$ cat config.mk
export PLATFORM = sky130hd
export DESIGN_NAME = uart_tx_queue
export DESIGN_NICKNAME = d
export VERILOG_FILES = /design/src/rtl/uart_tx_queue_pkg.sv /design/src/rtl/uart_sync_fifo.sv /design/src/rtl/uart_tx_queue.sv
export SDC_FILE = /design/constraint.sdc
export NUM_CORES = 1
export LEC_CHECK = 0
export BUFFER_PORTS_ARGS = -buffer_cell sky130_fd_sc_hd__buf_2
export CORE_MARGIN = 3
export CORE_UTILIZATION = 35
export CTS_CLUSTER_SIZE = 8
export DETAILED_ROUTE_END_ITERATION = 12
export GPL_TIMING_DRIVEN = 1
export MAX_ROUTING_LAYER = met4
export PLACE_DENSITY = 0.46
export SETUP_SLACK_MARGIN = 0.1
export SLEW_MARGIN = 0
export SYNTH_ARGS = -nofsm -noshare
export SYNTH_HDL_FRONTEND = slang
export SYNTH_SLANG_ARGS = --single-unit
$ cat constraint.sdc
create_clock -name clk -period 3.1 [get_ports clk]
set_input_delay 0.155 -clock clk [delete_from_list [all_inputs] [get_ports clk]]
set_output_delay 0.155 -clock clk [all_outputs]
set_load 0.005 [all_outputs]
$ cat src/rtl/uart_tx_queue_pkg.sv
// Shared types and defaults for the UART transmit byte queue.
// Optional overflow flag is enabled with UART_TXQ_OVF_EN (see uart_tx_queue.sv).
package uart_tx_queue_pkg;

    typedef enum logic [1:0] {
        Q_IDLE,
        Q_LAUNCH,
        Q_WAIT_BUSY,
        Q_WAIT_DONE
    } txq_state_t;

    localparam int TXQ_DEPTH_DEF  = 16;
    localparam int TXQ_DATA_W_DEF = 8;

endpackage

$ cat src/rtl/uart_sync_fifo.sv
// Synchronous FIFO with exact occupancy count and flush.
// Head entry is always visible on rd_data; rd_en advances the read pointer.
module uart_sync_fifo
    import uart_tx_queue_pkg::*;
#(
    parameter int DEPTH  = TXQ_DEPTH_DEF,
    parameter int DATA_W = TXQ_DATA_W_DEF,
    localparam int AW    = $clog2(DEPTH),
    localparam int CW    = $clog2(DEPTH) + 1
) (
    input  logic              clk,
    input  logic              rst,
    input  logic              wr_en,
    input  logic [DATA_W-1:0] wr_data,
    input  logic              rd_en,
    input  logic              flush,
    output logic [DATA_W-1:0] rd_data,
    output logic              full,
    output logic              empty,
    output logic [CW-1:0]     count
);

    logic [DATA_W-1:0] r_mem [DEPTH];
    logic [AW-1:0]     r_wr_ptr;
    logic [AW-1:0]     r_rd_ptr;
    logic [CW-1:0]     r_count;
    logic              w_push;
    logic              w_pop;

    assign full    = (r_count == CW'(DEPTH));
    assign empty   = (r_count == '0);
    assign count   = r_count;
    assign rd_data = r_mem[r_rd_ptr];

    // A full queue still accepts a write when the head leaves this cycle.
    assign w_pop  = rd_en && !empty;
    assign w_push = wr_en && !flush && (!full || w_pop);

    always_ff @(posedge clk) begin
        if (w_push) begin
            r_mem[r_wr_ptr] <= wr_data;
        end
    end

    always_ff @(posedge clk) begin
        if (!rst) begin
            r_wr_ptr <= '0;
            r_rd_ptr <= '0;
            r_count  <= '0;
        end else if (flush) begin
            r_wr_ptr <= '0;
            r_rd_ptr <= '0;
            r_count  <= '0;
        end else begin
            if (w_push) begin
                r_wr_ptr <= r_wr_ptr + 1'b1;
            end
            if (w_pop) begin
                r_rd_ptr <= r_rd_ptr + 1'b1;
            end
            unique case ({w_push, w_pop})
                2'b10:   r_count <= r_count + 1'b1;
                2'b01:   r_count <= r_count - 1'b1;
                default: r_count <= r_count;
            endcase
        end
    end

endmodule

$ cat src/rtl/uart_tx_queue.sv
// Byte queue feeding the UART transmitter; launches one byte per idle UART.
// Define UART_TXQ_OVF_EN to add the sticky ovf flag and its ovf_clr input.
module uart_tx_queue
    import uart_tx_queue_pkg::*;
#(
    parameter int DEPTH  = TXQ_DEPTH_DEF,
    parameter int DATA_W = TXQ_DATA_W_DEF
) (
    input  logic                   clk,
    input  logic                   rst,
    input  logic                   wr_en,
    input  logic [DATA_W-1:0]      wr_data,
    input  logic                   flush,
    input  logic                   tx_idle,
`ifdef UART_TXQ_OVF_EN
    input  logic                   ovf_clr,
    output logic                   ovf,
`endif
    output logic                   full,
    output logic                   empty,
    output logic [$clog2(DEPTH):0] count,
    output logic [DATA_W-1:0]      Tx_Data,
    output logic                   tx_send,
    output logic                   tx_send_en,
    output logic                   busy
);

    txq_state_t        r_state;
    logic [DATA_W-1:0] r_tx_data;
    logic              r_send;
    logic              r_busy;
    logic [DATA_W-1:0] w_head;
    logic              w_full;
    logic              w_empty;
    logic              w_pop;

    assign w_pop = (r_state == Q_IDLE) && !w_empty && tx_idle;

    uart_sync_fifo #(
        .DEPTH  (DEPTH),
        .DATA_W (DATA_W)
    ) u_fifo (
        .clk     (clk),
        .rst     (rst),
        .wr_en   (wr_en),
        .wr_data (wr_data),
        .rd_en   (w_pop),
        .flush   (flush),
        .rd_data (w_head),
        .full    (w_full),
        .empty   (w_empty),
        .count   (count)
    );

    assign full       = w_full;
    assign empty      = w_empty;
    assign Tx_Data    = r_tx_data;
    assign tx_send    = r_send;
    assign tx_send_en = r_send;
    assign busy       = r_busy;

    // Tx_Data is loaded only on pop, so it stays frozen for the whole frame.
    always_ff @(posedge clk) begin
        if (!rst) begin
            r_state   <= Q_IDLE;
            r_tx_data <= '0;
            r_send    <= 1'b0;
            r_busy    <= 1'b0;
        end else begin
            r_send <= 1'b0;
            unique case (r_state)
                Q_IDLE: begin
                    if (w_pop) begin
                        r_tx_data <= w_head;
                        r_send    <= 1'b1;
                        r_busy    <= 1'b1;
                        r_state   <= Q_LAUNCH;
                    end
                end
                Q_LAUNCH: begin
                    r_state <= Q_WAIT_BUSY;
                end
                Q_WAIT_BUSY: begin
                    if (!tx_idle) begin
                        r_state <= Q_WAIT_DONE;
                    end
                end
                Q_WAIT_DONE: begin
                    if (tx_idle) begin
                        r_busy  <= 1'b0;
                        r_state <= Q_IDLE;
                    end
                end
                default: begin
                    r_state <= Q_IDLE;
                end
            endcase
        end
    end

`ifdef UART_TXQ_OVF_EN
    logic r_ovf;
    logic w_drop;

    assign w_drop = wr_en && w_full && !w_pop;
    assign ovf    = r_ovf;

    always_ff @(posedge clk) begin
        if (!rst) begin
            r_ovf <= 1'b0;
        end else if (w_drop) begin
            r_ovf <= 1'b1;
        end else if (ovf_clr) begin
            r_ovf <= 1'b0;
        end
    end
`endif

endmodule

==> results of run 1 <==
-- layout make-up --
cell class	instances	area (um2)
clock buffers	23	500
clock inverters	9	85.1
fillers	1649	10300
inverters	8	30.0
multi-input cells	252	1900
flip-flops and latches	153	4350
well taps	225	282
repair buffers	39	230
-- metal layers --
layer / routed length [um] / GRT usage, %
met2: 6490 / 22.0
met1: 6920 / 20.7
met5: 0 / -
met4: 287 / 6.31
met3: 534 / 3.74
-- power by group --
part | leakage, nW | switching, W | internal [W]
combinational | 0.793 | 0.000111 | 0.0000598
sequential | 1.36 | 0.0000154 | 0.00225
clock | 0.293 | 0.000793 | 0.00122
total | 2.44 | 0.000920 | 0.00353
-- critical path, stage by stage (launching register included) --
cell	delay, ps
sky130_fd_sc_hd__dfxtp_1	360
sky130_fd_sc_hd__inv_1	90
sky130_fd_sc_hd__ha_1	270
sky130_fd_sc_hd__a21boi_1	270
sky130_fd_sc_hd__a21oi_2	100
sky130_fd_sc_hd__inv_1	90
sky130_fd_sc_hd__ha_1	180
sky130_fd_sc_hd__xor2_1	170
sky130_fd_sc_hd__ha_1	240
sky130_fd_sc_hd__a21oi_1	80
sky130_fd_sc_hd__or3b_1	360
sky130_fd_sc_hd__a31oi_1	220
sky130_fd_sc_hd__mux2i_1	190
-- cells in the final DEF, fill, tap and decap left out, drive strengths merged, types with 2 or more instances in the layout --
| cell type | count |
|---|---|
| a211o | 2 |
| a21oi | 13 |
| a31oi | 7 |
| and3 | 14 |
| buf | 39 |
| clkbuf | 23 |
| clkinv | 5 |
| dfxtp | 25 |
| edfxtp | 128 |
| ha | 12 |
| inv | 11 |
| mux2i | 69 |
| nand2 | 10 |
| nand2b | 6 |
| nand3 | 6 |
| nand3b | 4 |
| nor2 | 19 |
| nor2b | 5 |
| nor3 | 3 |
| nor4 | 4 |
| o21ai | 19 |
| o221ai | 6 |
| o22ai | 26 |
| or3 | 2 |
| or3b | 4 |
| xnor2 | 3 |
| xor2 | 4 |
-- synthesized netlist by cell type (all sizes together), types with 2 or more instances --
library cell	n	area, um2
a211o	2	18.8
a21oi	13	72.6
a31oi	7	43.8
and3	14	87.6
buf	18	141
clkbuf	6	22.5
dfxtp	25	500
edfxtp	128	3840
ha	12	150
inv	8	30.0
mux2i	69	691
nand2	10	37.5
nand2b	6	37.5
nand3	6	35.0
nand3b	4	30.0
nor2	19	73.8
nor2b	5	31.3
nor3	3	15.0
nor4	4	40.0
o21ai	19	95.1
o221ai	6	52.6
o22ai	26	163
or3	2	12.5
or3b	4	35.0
xnor2	3	26.3
xor2	4	35.0
-- sequential cells by signal, summed over array words and instances (netlist names) --
| register | count |
|---|---|
| tx_send | 1 |
| u_fifo.count | 5 |
| u_fifo.r_mem | 128 |
| u_fifo.r_wr_ptr | 4 |
| u_fifo.r_rd_ptr | 4 |
| busy | 1 |
| r_state | 2 |
| Tx_Data | 8 |
-- logic make-up after synthesis --
kind of cell	after synthesis	synth area share [%]
multiplexers	69	10.7
flip-flops	153	67.5
adder cells (fa/ha/maj)	12	2.33
AO/OA/AOI/OAI	82	8.16
buffers and inverters	32	3.01
XOR/XNOR	7	0.952
AND/OR/NAND/NOR	82	7.36
-- through the flow --
stage / hold slack, ps / cells / area, um2 / worst slack, ps / util (%)
2_1_floorplan: 254 / 437 / 6440 / 258 / -
3_5_place_dp: 478 / 677 / 6790 / 303 / 38.5
4_1_cts: 80.9 / 709 / 7380 / 286 / 41.8
6_report: 106 / 709 / 7380 / 398 / 41.8
5_1_grt: 117 / 709 / 7380 / 192 / 41.8
3_3_place_gp: 465 / 677 / 6790 / 388 / 38.5
-- path summary, 6_finish.rpt --
check                  start               to  slack (ps)  depth (start not counted)
setup reg to reg  r_state[0]  u_fifo.count[4]         400                         12
setup / recovery  r_state[0]  u_fifo.count[4]         400                         12
hold / removal       tx_idle             busy         110                          4
hold reg to reg         busy             busy         500                          2
==> Implementation_results.wiki, run 1 <==
{| class="wikitable"
! Metric !! Value
|-
| Status || finished, final reports clean
|-
| Initial Utilization || 36.5%
|-
| DRC violation total after the first TritonRoute iteration || 189
|-
| First-pass detailed-route iteration total || 4
|-
| Synthesized netlist net count || 462
|-
| Yosys synthesis warning count || 0
|-
| IR Drop Worst-Case VDD || 0.397 mV
|-
| Number of top-level pins || 31
|-
| Remaining design rule violation count || 0
|-
| Average wire length per cell after detail routing || 20.1 um
|-
| Sum of negative setup slack || 0 ps
|-
| CP Data Required Time || 3440 ps
|-
| Synthesized area per cell || about 15 um2
|-
| Largest net degree at the start of global routing || 30
|-
| Worst hold path class || in2reg
|-
| Largest fanout of any net on the critical path || 5
|-
| Final critical delay including setup and external delays || 2700 ps
|-
| Leakage Power || around 2.4 nW
|-
| Max-Slew Margin vs Limit || 59.1%
|-
| Die span in x || 142 um
|-
| Routability congestion estimate || approximately 0.76
|-
| Layout Area Growth over Synthesis || 14.6%
|-
| Slew of the pin with the lowest slew margin || 612 ps
|-
| Maximum count of clock buffers along a single path || 2
|-
| Clock-pin slew on the worst setup and hold paths || 60 ps
|-
| Startpoint type of the worst setup path || register
|-
| Count of flip-flops with a built-in enable after synthesis || 128
|-
| Number of nets with antenna violations after detailed routing || 0
|-
| Proportion of layout cells with a drive suffix above 1 || around 17%
|-
| Number of port buffers || 30
|-
| Areal power density over the cells || 603 nW/um2
|-
| H-tree levels || 4
|-
| Crit path DAT || 3050 ps
|-
| Post-layout power || 0.00445 W
|-
| CTS Root Buffer Type || sky130_fd_sc_hd__clkbuf_16
|-
| Fmax achieved || 370 MHz
|-
| Nets || 496
|-
| Number of diodes added for antenna fixing || 0
|-
| Vias in the first global route || 3681
|-
| Count of instances resized after the clock tree is built || 0
|-
| Fraction of the cycle the final worst path needs || between 80% and 90%
|-
| Most used DFF post-synth || sky130_fd_sc_hd__edfxtp_1
|-
| Register area share after synthesis || between 60% and 70%
|-
| Buffers inserted during post-CTS setup optimization || 0
|-
| Count of standard-cell rows || 48
|-
| CTS tree || done
|-
| Number of buffers added by the clock tree synthesis step || 17
|-
| Synth unique cells || 50
|-
| Latest clock arrival within the worst-skew pair || 420 ps
|-
| Global-route wire length before repair || 21.7 mm
|-
| Setup repair after global routing missed its margin || no
|-
| Post-synthesis cell count || 437
|-
| Number of max-slew violations in the final report || 0
|-
| Worst clock skew || 16.0 ps
|-
| Setup Crit Path Kind || reg2reg
|-
| Proportion of synthesized flip-flops having asynchronous set or reset || 0%
|-
| Detail-routed via count per cell || 5.09
|-
| Number of buffers inserted for hold repair after clock tree synthesis || 0
|-
| Overflow left after global routing || 0
|-
| Antenna violations before repair || 0
|-
| Sinks on the clock net || roughly 150
|-
| Worst setup EP type || register
|-
| Number of vias in the routed layout || 3607
|-
| Die footprint || 20100 um2
|-
| Netlist Area Pre-Place || 6440 um2
|-
| Total Routing Usage GR || 15.3%
|-
| Max-capacitance violation count || 0
|-
| Final setup vio count || 0
|-
| HPWL Detailed || 9.29 mm
|-
| Synthesized flop and latch total || approximately 150
|-
| Final Hold Viols || 0
|-
| Core outline area || 17700 um2
|-
| WL final || 14.2 mm
|-
| Die outline height || between 100 and 150 um
|}
No activity file was read; power rests on OpenSTA's default activity.
==> run 2: changes to the inputs <==
clock period = 3 ns   (was 3.1 ns; I/O delays follow)
==> run 2 against run 1 <==
Net effect:
- core utilization decreased by 0.16 points
- critical path depth shrank 2
- sequential power rose by 4%
- critical path type unchanged
- non-clock buffer count rose by 1
- critical endpoint unchanged
==> Implementation_results.wiki, run 2 (synthesis gave the netlist of run 1 again) <==
{| class="wikitable"
! Metric !! Value
|-
| Status || finished, final reports clean (unchanged)
|-
| Setup Crit Path Kind || reg2reg (unchanged)
|-
| Setup repair after global routing missed its margin || no (unchanged)
|-
| Net switching component of the power || 0.000952 W (was 0.000920 W)
|-
| Die span in x || 142 um (unchanged)
|-
| First-pass detailed-route iteration total || 4 (unchanged)
|-
| Global-route wire length before repair || 21.9 mm (was 21.7 mm)
|-
| Fraction of power consumed by sequential logic || 51.5% (was 50.8%)
|-
| WL final || 14.4 mm (was 14.2 mm)
|-
| Sum of negative setup slack || 0 ps (unchanged)
|-
| Post-Route Hold Slack || 98.2 ps (was 106 ps)
|-
| Max-capacitance violation count || 0 (unchanged)
|-
| Largest net degree at the start of global routing || 34 (was 30)
|-
| Largest register by flop count || u_fifo.r_mem (unchanged)
|-
| Core outline area || 17700 um2 (unchanged)
|-
| Vias in the first global route || 3637 (was 3681)
|-
| Worst setup EP type || register (unchanged)
|-
| Clk network pwr share || 44.6% (was 45.3%)
|-
| Average wire length per cell after detail routing || 20.3 um (was 20.1 um)
|-
| Routability congestion estimate || 0.782 (was 0.761)
|-
| CP top delay family || simple AND/OR/NAND/NOR gates (was adder cells)
|-
| Leakage Power || 2.41 nW (was 2.44 nW)
|-
| Combinational fraction of design power || 3.9% (was 3.8%)
|-
| Number of vias in the routed layout || 3676 (was 3607)
|-
| Latest clock arrival within the worst-skew pair || 420 ps (about the same)
|-
| IR Drop Worst-Case VDD || 0.389 mV (was 0.397 mV)
|-
| Proportion of layout cells with a drive suffix above 1 || 16.9% (was 16.5%)
|-
| DRC violation total after the first TritonRoute iteration || 241 (was 189)
|-
| CP Data Required Time || 3350 ps (was 3440 ps)
|-
| Crit path DAT || 2990 ps (was 3050 ps)
|-
| Final setup vio count || 0 (unchanged)
|-
| Worst flop-to-flop path endpoint || u_fifo.count[4] (unchanged)
|-
| Maximum count of clock buffers along a single path || 2 (unchanged)
|-
| Switching part of the total || 21.0% (was 20.7%)
|-
| Startpoint type of the worst setup path || register (unchanged)
|-
| CTS Root Buffer Type || sky130_fd_sc_hd__clkbuf_16 (unchanged)
|-
| Count of standard-cell rows || 48 (unchanged)
|-
| Detail-routed via count per cell || 5.18 (was 5.09)
|-
| Startpoint of the most critical register-to-register path || u_fifo.count[0] (was r_state[0])
|-
| Buffers inserted during post-CTS setup optimization || 0 (unchanged)
|-
| Worst reg2reg setup slack || 360 ps (was 400 ps)
|-
| Number of buffers added by the clock tree synthesis step || 17 (unchanged)
|-
| Length in cells of the worst reg-to-reg path || 10 (was 12)
|-
| Worst clock skew || 14.2 ps (was 16.0 ps)
|-
| Overflow left after global routing || 0 (unchanged)
|-
| CTS tree || done (unchanged)
|-
| Maximum cell stage delay along the critical path || 500 ps (was 360 ps)
|-
| Cell internal power dissipation || 0.00359 W (was 0.00353 W)
|-
| Remaining design rule violation count || 0 (unchanged)
|-
| Number of diodes added for antenna fixing || 0 (unchanged)
|-
| Number of top-level pins || 31 (unchanged)
|-
| Clock-pin slew on the worst setup and hold paths || 60 ps (about the same)
|-
| Layout Area Growth over Synthesis || 14.1% (was 14.6%)
|-
| Top library cells by usage in the layout, fill and taps aside || 128 x sky130_fd_sc_hd__edfxtp_1, 69 x sky130_fd_sc_hd__mux2i_1, 30 x sky130_fd_sc_hd__buf_2 (unchanged)
|-
| Final Hold Viols || 0 (unchanged)
|-
| Worst min-delay path startpoint || tx_idle (unchanged)
|-
| HPWL Detailed || 9.33 mm (was 9.29 mm)
|-
| Die outline height || 142 um (unchanged)
|-
| Worst hold path class || in2reg (unchanged)
|-
| Slew of the pin with the lowest slew margin || 656 ps (was 612 ps)
|-
| Areal power density over the cells || 618 nW/um2 (was 603 nW/um2)
|-
| Flip-flop count of the largest register after layout || 128 (unchanged)
|-
| Sinks on the clock net || 153 (unchanged)
|-
| Total Routing Usage GR || 15.2% (was 15.3%)
|-
| Filler instances || 1653 (was 1649)
|-
| Number of nets with antenna violations after detailed routing || 0 (unchanged)
|-
| Antenna violations before repair || 0 (unchanged)
|-
| Initial Utilization || 36.5% (unchanged)
|-
| Final critical delay including setup and external delays || 2640 ps (was 2700 ps)
|-
| Nets || 497 (was 496)
|-
| Dominant cell type by count on the critical path || sky130_fd_sc_hd__ha_1 (unchanged)
|-
| Cell with the largest stage delay on the worst path || sky130_fd_sc_hd__nor4_4 (was sky130_fd_sc_hd__dfxtp_1)
|-
| Number of port buffers || 30 (unchanged)
|-
| Largest fanout of any net on the critical path || 7 (was 5)
|-
| Worst path buffer plus inverter count || 1 (was 2)
|-
| Number of max-slew violations in the final report || 0 (unchanged)
|-
| End point of the most critical hold path || busy (unchanged)
|-
| Die footprint || 20100 um2 (unchanged)
|-
| Fmax achieved || 378 MHz (was 370 MHz)
|-
| Worst Hold Path Cells || 4 (unchanged)
|-
| H-tree levels || 4 (unchanged)
|-
| Crit path cell chain || nor4_4 > a21oi_2 > inv_1 > ha_1 > xor2_1 > ha_1 > a21oi_1 > or3b_1 > a31oi_1 > mux2i_1 (was inv_1 > ha_1 > a21boi_1 > a21oi_2 > inv_1 > ha_1 > xor2_1 > ha_1 > a21oi_1 > or3b_1 > a31oi_1 > mux2i_1)
|-
| Fraction of the cycle the final worst path needs || 88.1% (was 87.2%)
|-
| Max-Slew Margin vs Limit || 56.2% (was 59.1%)
|-
| Commonest non-fill, non-tap cell in the layout || sky130_fd_sc_hd__edfxtp_1 (unchanged)
|}
## run 2: layer usage
metal / vias up / part of all wire [%] / track usage, %
met4: 0 / 1.6 / 5.66
li1: 1764 / - / -
met3: 14 / 4.9 / 3.03
met2: 93 / 46 / 21.9
met1: 1805 / 47 / 21.5
met5: - / 0 / -
## run 2: worst max path at each step
| stage | slack [ps] | to | from | cells after the start |
|---|---|---|---|---|
| floorplan | 160 | u_fifo.count[4] | r_state[0] | 14 |
| global placement | 290 | u_fifo.count[4] | r_state[0] | 12 |
| detailed placement | 200 | u_fifo.count[4] | r_state[1] | 12 |
| CTS | 200 | u_fifo.count[4] | r_state[1] | 12 |
| global route | 160 | u_fifo.count[4] | r_state[1] | 12 |
| finish | 360 | u_fifo.count[4] | u_fifo.count[0] | 10 |
## run 2: power by group through the flow
stage	logic, W	clock network, W	registers, W
finish	0.000178	0.00203	0.00234
global route	0.000199	0.00216	0.00234
CTS	0.000180	0.00206	0.00234
detailed placement	0.000179	0	0.00238
global placement	0.000172	0	0.00238
floorplan	0.0000999	0	0.00238
## run 2: what timing repair did
| item | in CTS | in global routing |
|---|---|---|
| gates resized for setup | 0 | 2 |
| endpoints found under the setup margin | 0 | 1 |
| hold buffers | 0 | 0 |
## run 2: cell type report
class                           instances  area (um2)  share of cell area, %
Clock buffer                           17         425                   5.79
Clock inverter                         14         134                   1.82
Inverter                                8        30.0                  0.409
Multi-Input combinational cell        252        1910                   25.9
Sequential cell                       153        4350                   59.2
Tap cell                              225         282                   3.83
Timing Repair Buffer                   40         225                   3.06
## run 2: through the flow
stage               total power (W)  utilization (%)  setup WS, ps  cell area (um2)  instances
floorplan                   0.00248                -           158             6440        437
global placement            0.00255             38.4           295             6790        678
detailed placement          0.00256             38.4           202             6790        678
CTS                         0.00458             41.6           198             7350        709
global route                0.00470             41.6           164             7350        709
finish                      0.00454             41.6           357             7350        709
## run 2: worst min-delay path, cell delays in order
cell and delay (ps):
sky130_fd_sc_hd__buf_2 140, sky130_fd_sc_hd__nand2_1 60, sky130_fd_sc_hd__nand3_1 70, sky130_fd_sc_hd__o21ai_1 60
==> run 3: changes to the inputs <==
RECOVER_POWER = 25   (was unset)
SETUP_SLACK_MARGIN = 0.2   (was 0.1)
==> run 3 against run 2 <==
Net effect:
- die area did not move
- cell count is 0.14% higher
- first-iteration DRC count rose by 22%
- non-clock buffer count did not move
- sequential cell count stayed put
- worst hold slack better by 18 ps
- setup slack better by 120 ps
- critical endpoint unchanged
==> Implementation_results.wiki, run 3 (synthesis gave the netlist of run 1 again) <==
{| class="wikitable"
! Metric !! Value
|-
| Maximum cell stage delay along the critical path || 370 ps (was 500 ps)
|-
| Top library cells by usage in the layout, fill and taps aside || 128 x sky130_fd_sc_hd__edfxtp_1, 69 x sky130_fd_sc_hd__mux2i_1, 26 x sky130_fd_sc_hd__o22ai_1 (was 128 x sky130_fd_sc_hd__edfxtp_1, 69 x sky130_fd_sc_hd__mux2i_1, 30 x sky130_fd_sc_hd__buf_2)
|-
| Largest net degree at the start of global routing || 31 (was 34)
|-
| Number of buffers added by the clock tree synthesis step || 17 (unchanged)
|-
| Count of standard-cell rows || 48 (unchanged)
|-
| Proportion of layout cells with a drive suffix above 1 || 16.5% (was 16.9%)
|-
| Die span in x || 142 um (unchanged)
|-
| Vias in the first global route || 3726 (was 3637)
|-
| Final setup vio count || 0 (unchanged)
|-
| Number of diodes added for antenna fixing || 0 (unchanged)
|-
| Fmax achieved || 396 MHz (was 378 MHz)
|-
| Antenna violations before repair || 0 (unchanged)
|-
| Crit path cell chain || inv_1 > ha_2 > a21boi_2 > a21oi_2 > inv_1 > ha_1 > xor2_1 > ha_2 > a21oi_1 > or3b_1 > a31oi_2 > mux2i_1 (was nor4_4 > a21oi_2 > inv_1 > ha_1 > xor2_1 > ha_1 > a21oi_1 > or3b_1 > a31oi_1 > mux2i_1)
|-
| IR Drop Worst-Case VDD || 0.371 mV (was 0.389 mV)
|-
| Commonest non-fill, non-tap cell in the layout || sky130_fd_sc_hd__edfxtp_1 (unchanged)
|-
| Total Routing Usage GR || 15.2% (about the same)
|-
| Clk network pwr share || 45.6% (was 44.6%)
|-
| Slew of the pin with the lowest slew margin || 839 ps (was 656 ps)
|-
| Setup repair after global routing missed its margin || no (unchanged)
|-
| Clock-pin slew on the worst setup and hold paths || 60 ps (about the same)
|-
| CTS tree || done (unchanged)
|-
| Die outline height || 142 um (unchanged)
|-
| Worst path buffer plus inverter count || 2 (was 1)
|-
| Nets || 497 (unchanged)
|-
| Leakage Power || 2.42 nW (was 2.41 nW)
|-
| CP top delay family || adder cells (was simple AND/OR/NAND/NOR gates)
|-
| Max-Slew Margin vs Limit || 44.1% (was 56.2%)
|-
| Flip-flop count of the largest register after layout || 128 (unchanged)
|-
| Latest clock arrival within the worst-skew pair || 420 ps (about the same)
|-
| Average wire length per cell after detail routing || 19.9 um (was 20.3 um)
|-
| Max-capacitance violation count || 0 (unchanged)
|-
| Initial Utilization || 36.5% (unchanged)
|-
| Overflow left after global routing || 0 (unchanged)
|-
| Global-route wire length before repair || 22.0 mm (was 21.9 mm)
|-
| Non-Filler Cell Area, Final || 7390 um2 (was 7350 um2)
|-
| Number of top-level pins || 31 (unchanged)
|-
| Largest fanout of any net on the critical path || 5 (was 7)
|-
| Worst clock skew || 20.3 ps (was 14.2 ps)
|-
| First-pass detailed-route iteration total || 4 (unchanged)
|-
| H-tree levels || 4 (unchanged)
|-
| Net switching component of the power || 0.000939 W (was 0.000952 W)
|-
| Fraction of the cycle the final worst path needs || 84.1% (was 88.1%)
|-
| Cell with the largest stage delay on the worst path || sky130_fd_sc_hd__or3b_1 (was sky130_fd_sc_hd__nor4_4)
|-
| Combinational fraction of design power || 3.8% (was 3.9%)
|-
| Number of port buffers || 30 (unchanged)
|-
| DRC violation total after the first TritonRoute iteration || 294 (was 241)
|-
| Crit path DAT || 2870 ps (was 2990 ps)
|-
| Layout Area Growth over Synthesis || 14.8% (was 14.1%)
|-
| Largest register by flop count || u_fifo.r_mem (unchanged)
|-
| Sinks on the clock net || 153 (unchanged)
|-
| Buffers inserted during post-CTS setup optimization || 0 (unchanged)
|-
| Routability congestion estimate || 0.753 (was 0.782)
|-
| HPWL Detailed || 9.19 mm (was 9.33 mm)
|-
| Setup Crit Path Kind || reg2reg (unchanged)
|-
| Startpoint type of the worst setup path || register (unchanged)
|-
| DP Area || 6800 um2 (was 6790 um2)
|-
| Number of nets with antenna violations after detailed routing || 0 (unchanged)
|-
| Sum of negative setup slack || 0 ps (unchanged)
|-
| Switching part of the total || 20.3% (was 21.0%)
|-
| Remaining design rule violation count || 0 (unchanged)
|-
| Cell internal power dissipation || 0.00369 W (was 0.00359 W)
|-
| Number of max-slew violations in the final report || 0 (unchanged)
|-
| Areal power density over the cells || 626 nW/um2 (was 618 nW/um2)
|-
| Maximum count of clock buffers along a single path || 2 (unchanged)
|-
| Worst hold path class || in2reg (unchanged)
|-
| Core outline area || 17700 um2 (unchanged)
|-
| Status || finished, final reports clean (unchanged)
|-
| CP Data Required Time || 3350 ps (about the same)
|-
| Final Hold Viols || 0 (unchanged)
|-
| WL final || 14.1 mm (was 14.4 mm)
|-
| Worst setup EP type || register (unchanged)
|-
| Detail-routed via count per cell || 5.11 (was 5.18)
|-
| Final critical delay including setup and external delays || 2520 ps (was 2640 ps)
|-
| Filler instances || 1629 (was 1653)
|-
| Post-Route Hold Slack || 116 ps (was 98.2 ps)
|-
| Die footprint || 20100 um2 (unchanged)
|-
| Number of vias in the routed layout || 3627 (was 3676)
|-
| CTS Root Buffer Type || sky130_fd_sc_hd__clkbuf_16 (unchanged)
|-
| Fraction of power consumed by sequential logic || 50.6% (was 51.5%)
|}
## run 3: cell types whose count changed in the layout (fill, tap and decap cells not counted), moves of 2 or more
cell                         before  now
sky130_fd_sc_hd__buf_2           30   24
sky130_fd_sc_hd__ha_2             0    2
sky130_fd_sc_hd__ha_1            12   10
sky130_fd_sc_hd__clkinvlp_4       5    1
sky130_fd_sc_hd__clkbuf_1         0    8
## run 3: tightest hold or removal path: cells and delay by family
kind            cells  cell delay [ps]
simple gates        2              130
buf+inv             1              140
compound gates      1               70
## run 3: routing by layer
layer | wire length [um] | track usage, %
met1 | 6960 | 20.7
met2 | 6370 | 22.1
met3 | 482 | 3.74
met4 | 316 | 5.66
met5 | 0 | -
## run 3: through the flow
step,power (W),utilization [%],cells,setup slack (ps)
floorplan,0.00248,-,437,261
global placement,0.00255,38.5,678,403
detailed placement,0.00256,38.5,678,335
CTS,0.00468,41.8,710,296
global route,0.00479,41.9,710,235
finish,0.00462,41.9,710,478
## run 3: repair_timing
action | 4_1_cts | 5_1_grt
hold buffers | 0 | 0
setup endpoints to repair | 0 | 1
endpoints found under the hold margin | 0 | 0
gates resized for setup | 0 | 5
## run 3: path summary, 6_finish.rpt
check | startpoint | to | slack [ps] | cells after the start
max | r_state[1] | u_fifo.count[4] | 480 | 12
min | tx_idle | busy | 120 | 4
max reg2reg | r_state[1] | u_fifo.count[4] | 480 | 12
min reg2reg | busy | busy | 490 | 2
## run 3: cell type report
| class | instances | area, um2 | area share, % |
|---|---|---|---|
| Sequential cell | 153 | 4350 | 58.8 |
| Multi-Input combinational cell | 252 | 1920 | 25.9 |
| Clock buffer | 19 | 433 | 5.86 |
| Tap cell | 225 | 282 | 3.81 |
| Timing Repair Buffer | 40 | 230 | 3.11 |
| Clock inverter | 13 | 153 | 2.06 |
| Inverter | 8 | 30.0 | 0.406 |
## run 3: power by group through the flow
stage	Combinational, W	Clock, W	Sequential [W]
global placement	0.000172	0	0.00238
floorplan	0.000100	0	0.00238
finish	0.000177	0.00211	0.00234
global route	0.000198	0.00225	0.00234
CTS	0.000178	0.00216	0.00234
detailed placement	0.000177	0	0.00238
